===== config.mk =====
export PLATFORM = sky130hd
export DESIGN_NAME = seven_seg_scan_decoder_flat
export DESIGN_NICKNAME = d
export VERILOG_FILES = /design/src/rtl/seg_decode_pkg.sv /design/src/rtl/seven_seg_scan_decoder_if.sv /design/src/rtl/seg_pattern_decoder.sv /design/src/rtl/seven_seg_scan_decoder.sv /design/src/flat_wrapper.sv
export SDC_FILE = /design/constraint.sdc
export NUM_CORES = 1
export LEC_CHECK = 0
export ABC_AREA = 1
export CELL_PAD_IN_SITES_DETAIL_PLACEMENT = 2
export CELL_PAD_IN_SITES_GLOBAL_PLACEMENT = 2
export CORE_ASPECT_RATIO = 1.4
export CORE_MARGIN = 5
export CORE_UTILIZATION = 36
export CTS_BUF_LIST = sky130_fd_sc_hd__clkbuf_2
export CTS_CLUSTER_SIZE = 25
export DETAILED_ROUTE_END_ITERATION = 10
export PLACE_DENSITY_LB_ADDON = 0.1
export SYNTH_ARGS = -nofsm -noshare
export SYNTH_HDL_FRONTEND = slang
export SYNTH_SLANG_ARGS = --single-unit

===== constraint.sdc =====
create_clock -name clk -period 3.5 [get_ports clk]
set_input_delay 0.7 -clock clk [delete_from_list [all_inputs] [get_ports clk]]
set_output_delay 0.7 -clock clk [all_outputs]
set_load 0.02 [all_outputs]

===== src/rtl/seg_decode_pkg.sv =====
// Shared constants for the seven-segment scan decoder: active-low segment patterns,
// the per-sample scan FSM states and a helper to locate the selected digit.
package seg_decode_pkg;

    localparam logic [6:0] SEG_PAT_0     = 7'h40;
    localparam logic [6:0] SEG_PAT_1     = 7'h79;
    localparam logic [6:0] SEG_PAT_2     = 7'h24;
    localparam logic [6:0] SEG_PAT_3     = 7'h30;
    localparam logic [6:0] SEG_PAT_4     = 7'h19;
    localparam logic [6:0] SEG_PAT_5     = 7'h12;
    localparam logic [6:0] SEG_PAT_6     = 7'h02;
    localparam logic [6:0] SEG_PAT_7     = 7'h78;
    localparam logic [6:0] SEG_PAT_8     = 7'h00;
    localparam logic [6:0] SEG_PAT_9     = 7'h10;
    localparam logic [6:0] SEG_PAT_A     = 7'h08;
    localparam logic [6:0] SEG_PAT_B     = 7'h03;
    localparam logic [6:0] SEG_PAT_C     = 7'h46;
    localparam logic [6:0] SEG_PAT_D     = 7'h21;
    localparam logic [6:0] SEG_PAT_E     = 7'h06;
    localparam logic [6:0] SEG_PAT_F     = 7'h0E;
    localparam logic [6:0] SEG_PAT_BLANK = 7'h7F;

    typedef enum logic [1:0] {
        IDLE,
        SETTLE,
        HOLD
    } scan_state_t;

    // Anodes are active-low; callers only use this when exactly one bit is low.
    function automatic logic [1:0] digit_index(input logic [3:0] an_n);
        logic [1:0] idx;
        idx = 2'd0;
        for (int i = 0; i < 4; i++) begin
            if (!an_n[i]) idx = 2'(i);
        end
        return idx;
    endfunction

endpackage


===== src/rtl/seven_seg_scan_decoder_if.sv =====
// Frame delivery bus of the scan decoder: decoded digits, per-digit flags and a
// valid/ready handshake. The decoder drives it as master, the consumer as slave.
interface seven_seg_scan_decoder_if;

    logic [15:0] out_digits;
    logic [3:0]  out_blank;
    logic [3:0]  out_invalid;
    logic        out_overrun;
    logic        out_valid;
    logic        out_ready;

    modport master (
        output out_digits, out_blank, out_invalid, out_overrun, out_valid,
        input  out_ready
    );

    modport slave (
        input  out_digits, out_blank, out_invalid, out_overrun, out_valid,
        output out_ready
    );

endinterface


===== src/rtl/seg_pattern_decoder.sv =====
// Combinational lookup from an active-low segment pattern to a 4-bit value.
// Letters A-F are only recognised when SEG_HEX_EN is defined.
module seg_pattern_decoder
    import seg_decode_pkg::*;
(
    input  logic [6:0] seg_i,
    output logic [3:0] value_o,
    output logic       blank_o,
    output logic       invalid_o
);

    always_comb begin
        value_o   = 4'h0;
        blank_o   = 1'b0;
        invalid_o = 1'b0;
        case (seg_i)
            SEG_PAT_0:     value_o = 4'h0;
            SEG_PAT_1:     value_o = 4'h1;
            SEG_PAT_2:     value_o = 4'h2;
            SEG_PAT_3:     value_o = 4'h3;
            SEG_PAT_4:     value_o = 4'h4;
            SEG_PAT_5:     value_o = 4'h5;
            SEG_PAT_6:     value_o = 4'h6;
            SEG_PAT_7:     value_o = 4'h7;
            SEG_PAT_8:     value_o = 4'h8;
            SEG_PAT_9:     value_o = 4'h9;
`ifdef SEG_HEX_EN
            SEG_PAT_A:     value_o = 4'hA;
            SEG_PAT_B:     value_o = 4'hB;
            SEG_PAT_C:     value_o = 4'hC;
            SEG_PAT_D:     value_o = 4'hD;
            SEG_PAT_E:     value_o = 4'hE;
            SEG_PAT_F:     value_o = 4'hF;
`endif
            SEG_PAT_BLANK: blank_o = 1'b1;
            default:       invalid_o = 1'b1;
        endcase
    end

endmodule


===== src/rtl/seven_seg_scan_decoder.sv =====
// Recovers four-digit frames from a multiplexed active-low seg/an display bus.
// Hex letters decode only when SEG_HEX_EN is defined (see seg_pattern_decoder).
module seven_seg_scan_decoder
    import seg_decode_pkg::*;
#(
    parameter int STABLE_CYCLES = 16
) (
    input  logic                            clk,
    input  logic                            rst,
    input  logic [6:0]                      seg,
    input  logic [3:0]                      an,
    seven_seg_scan_decoder_if.master        frame_if
);

    localparam logic [7:0] STABLE_L = 8'(STABLE_CYCLES);

    logic [6:0]      seg_meta_q, seg_sync_q, seg_prev_q;
    logic [3:0]      an_meta_q, an_sync_q, an_prev_q;
    scan_state_t     state_q, state_d;
    logic [7:0]      cnt_q, cnt_d;
    logic            capture, selected, same, frame_load;
    logic [1:0]      cap_idx;
    logic [3:0]      dec_val;
    logic            dec_blank, dec_invalid;
    logic [3:0][3:0] work_val_q;
    logic [3:0]      work_blank_q, work_inv_q, seen_q, seen_d;
    logic [15:0]     out_digits_q;
    logic [3:0]      out_blank_q, out_invalid_q;
    logic            out_valid_q, out_overrun_q;

    // Idle level of the bus is all-ones, so the synchronizer and history reset there.
    always_ff @(posedge clk or posedge rst) begin
        if (rst) begin
            seg_meta_q <= '1;
            seg_sync_q <= '1;
            seg_prev_q <= '1;
            an_meta_q  <= '1;
            an_sync_q  <= '1;
            an_prev_q  <= '1;
        end else begin
            seg_meta_q <= seg;
            seg_sync_q <= seg_meta_q;
            seg_prev_q <= seg_sync_q;
            an_meta_q  <= an;
            an_sync_q  <= an_meta_q;
            an_prev_q  <= an_sync_q;
        end
    end

    assign selected = $onehot(~an_sync_q);
    assign same     = (an_sync_q == an_prev_q) && (seg_sync_q == seg_prev_q);
    assign cap_idx  = digit_index(an_sync_q);

    seg_pattern_decoder u_decoder (
        .seg_i     (seg_sync_q),
        .value_o   (dec_val),
        .blank_o   (dec_blank),
        .invalid_o (dec_invalid)
    );

    // The counter includes the current sample, so reaching STABLE_L means
    // STABLE_CYCLES identical samples; HOLD blocks a second capture of the same dwell.
    always_comb begin
        state_d = state_q;
        cnt_d   = cnt_q;
        capture = 1'b0;
        case (state_q)
            IDLE: begin
                if (selected) begin
                    state_d = SETTLE;
                    cnt_d   = 8'd1;
                end else begin
                    cnt_d   = 8'd0;
                end
            end
            SETTLE: begin
                if (!selected) begin
                    state_d = IDLE;
                    cnt_d   = 8'd0;
                end else if (!same) begin
                    cnt_d   = 8'd1;
                end else begin
                    cnt_d   = cnt_q + 8'd1;
                    if (cnt_d == STABLE_L) begin
                        state_d = HOLD;
                        capture = 1'b1;
                    end
                end
            end
            HOLD: begin
                if (!same) begin
                    state_d = selected ? SETTLE : IDLE;
                    cnt_d   = selected ? 8'd1 : 8'd0;
                end
            end
            default: begin
                state_d = IDLE;
                cnt_d   = 8'd0;
            end
        endcase
    end

    assign frame_load = (seen_q == 4'hF);

    always_comb begin
        seen_d = frame_load ? 4'h0 : seen_q;
        if (capture) seen_d[cap_idx] = 1'b1;
    end

    always_ff @(posedge clk or posedge rst) begin
        if (rst) begin
            state_q      <= IDLE;
            cnt_q        <= 8'd0;
            seen_q       <= 4'h0;
            work_val_q   <= '0;
            work_blank_q <= 4'h0;
            work_inv_q   <= 4'h0;
        end else begin
            state_q <= state_d;
            cnt_q   <= cnt_d;
            seen_q  <= seen_d;
            if (capture) begin
                work_val_q[cap_idx]   <= dec_val;
                work_blank_q[cap_idx] <= dec_blank;
                work_inv_q[cap_idx]   <= dec_invalid;
            end
        end
    end

    // A completed frame always loads; overrun only when it displaces an unaccepted one.
    always_ff @(posedge clk or posedge rst) begin
        if (rst) begin
            out_digits_q  <= 16'h0;
            out_blank_q   <= 4'h0;
            out_invalid_q <= 4'h0;
            out_valid_q   <= 1'b0;
            out_overrun_q <= 1'b0;
        end else if (frame_load) begin
            out_digits_q  <= work_val_q;
            out_blank_q   <= work_blank_q;
            out_invalid_q <= work_inv_q;
            out_valid_q   <= 1'b1;
            out_overrun_q <= out_valid_q && !frame_if.out_ready;
        end else if (out_valid_q && frame_if.out_ready) begin
            out_valid_q   <= 1'b0;
        end
    end

    assign frame_if.out_digits  = out_digits_q;
    assign frame_if.out_blank   = out_blank_q;
    assign frame_if.out_invalid = out_invalid_q;
    assign frame_if.out_valid   = out_valid_q;
    assign frame_if.out_overrun = out_overrun_q;

endmodule


===== src/flat_wrapper.sv =====
// flat-port wrapper written by rule: the top's interface ports become plain ports
module seven_seg_scan_decoder_flat import seg_decode_pkg::*;
#(
    parameter int STABLE_CYCLES = 16
)
  (clk, rst, seg, an, frame_if_out_digits, frame_if_out_blank, frame_if_out_invalid, frame_if_out_overrun, frame_if_out_valid, frame_if_out_ready);
  seven_seg_scan_decoder_if frame_if_i ();
  input  logic clk;
  input  logic rst;
  input  logic [6:0] seg;
  input  logic [3:0] an;
  output wire logic [$bits(frame_if_i.out_digits)-1:0] frame_if_out_digits;
  output wire logic [$bits(frame_if_i.out_blank)-1:0] frame_if_out_blank;
  output wire logic [$bits(frame_if_i.out_invalid)-1:0] frame_if_out_invalid;
  output wire logic [$bits(frame_if_i.out_overrun)-1:0] frame_if_out_overrun;
  output wire logic [$bits(frame_if_i.out_valid)-1:0] frame_if_out_valid;
  input wire logic [$bits(frame_if_i.out_ready)-1:0] frame_if_out_ready;
  assign frame_if_out_digits = frame_if_i.out_digits;
  assign frame_if_out_blank = frame_if_i.out_blank;
  assign frame_if_out_invalid = frame_if_i.out_invalid;
  assign frame_if_out_overrun = frame_if_i.out_overrun;
  assign frame_if_out_valid = frame_if_i.out_valid;
  assign frame_if_i.out_ready = frame_if_out_ready;
  seven_seg_scan_decoder #(.STABLE_CYCLES(STABLE_CYCLES)) u_core (.clk(clk), .rst(rst), .seg(seg), .an(an), .frame_if(frame_if_i));
endmodule

# Word-level counts from Yosys, hierarchy flattened
# Cells that the tools add are included.
# totals
regBits,97
latch_bits,0
ram_bits,0
rom_bits,0
in_bits,14
out_inout_bits,26
word_cells,92
n_memories,0
# op_classes
n_addsub,4
multipliers,0
div_mod_pow,0
n_lt_le_gt_ge,2
eq_ne,21
n_shift,0
mux,33
n_bitwise,2
n_reduce_logical,10
# op_table
operator,n
4-bit case mux with 9 select lines,1
7-bit == test (second input constant),4
8-bit two-way mux,3
8-bit case mux with 3 select lines,1
7-bit by 5-bit == test with 1-bit output (second input constant),3
16-bit bitwise mux,1
7-bit by 6-bit == test with 1-bit output (second input constant),2
2-bit two-way mux,7
1-bit two-way mux,12
4-bit two-way mux,3
11-bit OR reduction,1
8-bit by 1-bit adder with 8-bit output (second input constant),1
4-bit bitwise mux,2
4-bit demux with 2-bit select,1
8-bit by 5-bit == test with 1-bit output (second input constant),1
7-bit by 2-bit == test with 1-bit output (second input constant),1
7-bit == test,1
7-bit logical NOT,1
3-bit inequality test (second input constant),2
2-bit case mux with 3 select lines,1
1-bit by 1-bit adder with 2-bit output,2
4-bit == test,1
4-bit == test (second input constant),1
1-bit logical AND,4
other kinds (15),15

# Depth between registers and ports, before layout
# depth
depth_word,9
ltp_mapped,14
mapped_depth_nobuf,14

# Modules after synthesis
# From an unflattened synthesis, not the netlist that was laid out.
# hier_totals
hier_cells,494
hier_area_um2,4282.9
# by_module_without_submodules
module,n_inst,cells_per_inst,area_each_um2,seq_area_each_um2
seven_seg_scan_decoder,1,438,4037.6,2468.6
seg_pattern_decoder,1,56,245.2,0.0

# Least setup slack after synthesis
# No wires, ideal clock.
# synth_path
path_type,reg2reg
startpoint,register u_core.an_sync_q[2]
endpoint,register u_core.work_inv_q[1]
setup_ns,0.118
arrival_ns,2.545
required_time_ns,3.382
setup_slack_ns,0.836
stages_incl_launch_ff,11
n_path_buf,0
synth_period_minus_slack_ns,2.664
path_cell_list,dfstp_2 > inv_1 > ha_1 > ha_1 > fa_1 > nor3b_1 > nand2_1 > inv_1 > nand4_1 > nand2_1 > nand2_1
# synth_via
elab_chain_cells,7
word_cells_on_any_way,17
cone_classes,add/sub: 2; order compare: 2; eq/ne: 2; mux: 8; bitwise: 1; reduce/logical: 2
# synth_lines
element,line,source
from (decl),seven_seg_scan_decoder.sv:18,"logic [3:0] an_meta_q, an_sync_q, an_prev_q;"
from (signal assigned),seven_seg_scan_decoder.sv:45,an_sync_q <= an_meta_q;
2-bit two-way mux (2 in a row),seg_decode_pkg.sv:34,if (!an_n[i]) idx = 2'(i);
2-bit by 3-bit < comparator with 1-bit output (implied by the code) / 2-bit by 1-bit >= comparator with 1-bit output (equally long branches),seven_seg_scan_decoder.sv:125,work_inv_q[cap_idx] <= dec_invalid;
1-bit logical AND (implied by the code),seven_seg_scan_decoder.sv:125,
1-bit two-way mux (implied by the code),seven_seg_scan_decoder.sv:125,
1-bit demux with 2-bit select,--,
4-bit bitwise mux,seven_seg_scan_decoder.sv:125,
"to (signal, indexed assignment)",seven_seg_scan_decoder.sv:125,
to (decl),seven_seg_scan_decoder.sv:26,"logic [3:0] work_blank_q, work_inv_q, seen_q, seen_d;"
# Several ways; a longest one is shown, not always the timed one.
# A chain may end at the register's enable or synchronous reset.

# Worst setup path in the final report
# layout_path
startpoint,register u_core.an_sync_q[1]
endpoint,register u_core.cnt_q[5]
# layout_via
elab_chain_cells,6
word_cells_on_any_way,10
cone_classes,add/sub: 2; eq/ne: 3; mux: 3; bitwise: 1; reduce/logical: 1
# layout_lines
element,line,source
4-bit inverter,seven_seg_scan_decoder.sv:50,assign selected = $onehot(~an_sync_q);
1-bit by 1-bit adder with 2-bit output (implied by the code),seven_seg_scan_decoder.sv:50,
3-bit adder (implied by the code),seven_seg_scan_decoder.sv:50,
3-bit by 1-bit == test with 1-bit output,seven_seg_scan_decoder.sv:50,
8-bit two-way mux,seven_seg_scan_decoder.sv:77,if (!selected) begin
8-bit case mux with 3 select lines,seven_seg_scan_decoder.sv:67,case (state_q)
to (signal assigned),seven_seg_scan_decoder.sv:120,cnt_q <= cnt_d;
to (decl),seven_seg_scan_decoder.sv:20,"logic [7:0] cnt_q, cnt_d;"
# Several ways; a longest one is shown, not always the timed one.

==> flow_summary.yaml <==
timing:
  finalClockSkew_ns: 0.0444
  slew_headroom: 0.609
  timing.hold.ws_ns: 0.352
  finalHoldViolCount: 0
  tightest_slew_ns: 0.582
  rsz0062_at_grt: "false"
  finalSetupViolCount: 0
  setup-tns-final_ns: 0
  period_needed_ns: 3.03
  slew_violations: 0
  max_freq_mhz: 331
  period_share: 0.864
logic_synthesis:
  synth_top_cell_area_share: 0.376
  ys.flop_type: "dfrtp_1"
  ys_seq_area_frac: 0.579
  synth_edf_count: 0
  async_flop_share: 1.00
  synth_nets: 510
  syn_area_per_cell_sq_um: 8.73
  synth_compound_area_frac: 0.0226
  synthCells: 488
  synth_top_family_by_area: "simple AND/OR/NAND/NOR gates"
  synthMuxAreaShare: 0
  synth_cell_types: 28
  synth_top_cell_by_area: "dfrtp_1"
  synth_area_leaders: "dfrtp_1, dfstp_2, nand2_1"
  synth.cell_area_sq_mm: 0.00426
  yosys_warnings: 0
  synthSimpleGateAreaFrac: 0.302
  synth_fa_ha_area_frac: 0.0253
  ys_ff_latch: 97
  synth_xor_area_frac: 0.0123
hold_path:
  hp-class: "flop to flop"
  hold_depth: 0
  min-delay-start: "u_core.seg_meta_q[3]$_DFF_PP1_"
  holdPathEnd: "u_core.seg_sync_q[3]$_DFF_PP1_"
floorplanning:
  die_x_microns: 102
  die_y_microns: 139
  core-area_sq_mm: 0.0117
  rows: 47
  initial_core_util: 0.364
  die-area_sq_mm: 0.0141
  ios: 40
clocking:
  post-cts-setup-buffers: 0
  cts_hold_buf: 0
  clkSinkCount: 97
  cts_root_buf: "clkbuf_2"
  tritoncts: "yes"
  post_cts_resize_count: 0
  clk_latency_ns: 0.57
  clkTransAtPathRegs_ns: 0.24
  cts_buffers: 9
  clockBufferDepth: 2
  htreeDepth: 3
route:
  avgViaCountPerCell: 4.80
  drc: 0
  num_vias: 3296
  postRouteAntennaNets: 0
  avgRoutedWirePerCell_microns: 15.2
  dr.pass1.iters: 3
  drt_iter0_markers: 85
  wl_mm: 10.4
cells_and_area:
  final_cell_area_sq_mm: 0.00495
  area_delta_synth_final_pct: 16.1
  layout-drive-gt1-share: 0.139
  layout_common_cells: "nand2_1, dfrtp_1, inv_1, clkdlybuf4s50_1, dfstp_2"
  fin_nets: 555
  nFillCells: 1341
  final_cells: 686
  final_common_cell: "nand2_1"
placement:
  place_inst: 669
  routabilityCongestion: 0.775
  dpl-instance-area_sq_mm: 0.00483
  post-dp-hpwl_mm: 7.68
  io_buffers: 39
grt:
  grt_max_degree: 98
  grt_use_total: 0.163
  antenna_found_initial: 1
  grt_pass1_wl_mm: 18.3
  gr-total-overflow: 0
  grt_pass1_vias: 3769
critical_path:
  cp-end-kind: "flop"
  r2r_cells: 9
  r2r_slack_ns: 0.47
  critPathLaunchType: "flop"
  criticalPathCategory: "flop to flop"
  reg2reg_to: "u_core.cnt_q[5]$_DFFE_PP0P_"
  critPathRequiredTime_ns: 3.99
  crit_fanout: 6
  cp_data_arrival_time_ns: 3.51
  rr_startpoint: "u_core.an_sync_q[1]$_DFF_PP1_"
power_and_ir_drop:
  power.static_leakage_nw: 2.57
  ir_drop_mv: 0.253
  p_per_area_mw_per_mm2: 375
outcome:
  status: "completed"
job:
  cap_viol_max_count: 0
[flip-flops by register name (all words and copies together) (netlist names), 7 cells and up]
register,cells
u_core.seg_meta_q,7
u_core.seg_prev_q,7
u_core.seg_sync_q,7
u_core.frame_if.out_digits,16
u_core.work_val_q,16
u_core.cnt_q,8
[report_power, final]
part,total (mW),switching [mW],internal [mW]
Clock,0.549,0.378,0.171
Sequential,1.19,0.0250,1.16
Combinational,0.117,0.0757,0.0411
[worst max-delay path by stage]
stage / end / cells past startpoint / startpoint
2_1_floorplan: u_core.cnt_q[0]$_DFFE_PP0P_ / 1 / rst
3_3_place_gp: u_core.work_inv_q[1]$_DFFE_PP0P_ / 10 / u_core.an_sync_q[2]$_DFF_PP1_
3_5_place_dp: u_core.work_inv_q[1]$_DFFE_PP0P_ / 10 / u_core.an_sync_q[1]$_DFF_PP1_
4_1_cts: u_core.cnt_q[3]$_DFFE_PP0P_ / 9 / u_core.an_sync_q[1]$_DFF_PP1_
5_1_grt: u_core.cnt_q[7]$_DFFE_PP0P_ / 9 / u_core.an_sync_q[1]$_DFF_PP1_
6_report: u_core.cnt_q[5]$_DFFE_PP0P_ / 9 / u_core.an_sync_q[1]$_DFF_PP1_
[synth_stat cells (3+ instances only)]
master,n
nand2_1,200
dfrtp_1,64
inv_1,54
dfstp_2,33
nand3_1,27
nor2_1,27
o21ai_0,14
nand4_1,13
nand2_2,8
ha_1,7
nor2_4,6
clkbuf_1,5
nor3_1,4
xnor2_1,3
xor2_1,3
[critical path, stage by stage, from the launching register on]
cell	delay (ns)
dfstp_2	0.61
inv_1	0.10
ha_1	0.29
ha_1	0.21
fa_1	0.43
nor3b_1	0.36
nand2_1	0.28
nor2_1	0.44
inv_1	0.12
o22ai_1	0.13
[metrics by stage]
stage	setup slack, ns	utilization	power (mW)
2_1_floorplan	0.321	-	1.28
3_3_place_gp	0.604	0.413	1.32
3_5_place_dp	0.474	0.413	1.33
4_1_cts	0.416	0.422	1.90
5_1_grt	0.138	0.423	1.96
6_report	0.475	0.423	1.86
[per-layer routing]
| layer | up-vias | wire (microns) | GRT usage |
|---|---|---|---|
| met5 | - | 0 | 0 |
| met4 | 0 | 168 | 0.0477 |
| met3 | 15 | 247 | 0.0342 |
| met2 | 38 | 5500 | 0.286 |
| met1 | 1648 | 4490 | 0.199 |
| li1 | 1595 | - | - |
[logic make-up after synthesis]
group                    Yosys count
AO/OA/AOI/OAI                     18
adder cells (fa/ha/maj)            8
buffers and inverters             65
XOR/XNOR                           6
AND/OR/NAND/NOR                  294
flip-flops                        97
[cell type report]
class	count	area [sq um]	area share
inverter	58	219	0.0443
sequential	97	2470	0.499
clock inverter	5	53.8	0.0109
antenna	1	2.50	0.000506
timing repair buffer	41	418	0.0845
tap	147	184	0.0372
clock buffer	11	55.1	0.0111
multi-input combinational	326	1550	0.312
Power figures use the tool's default switching activity.
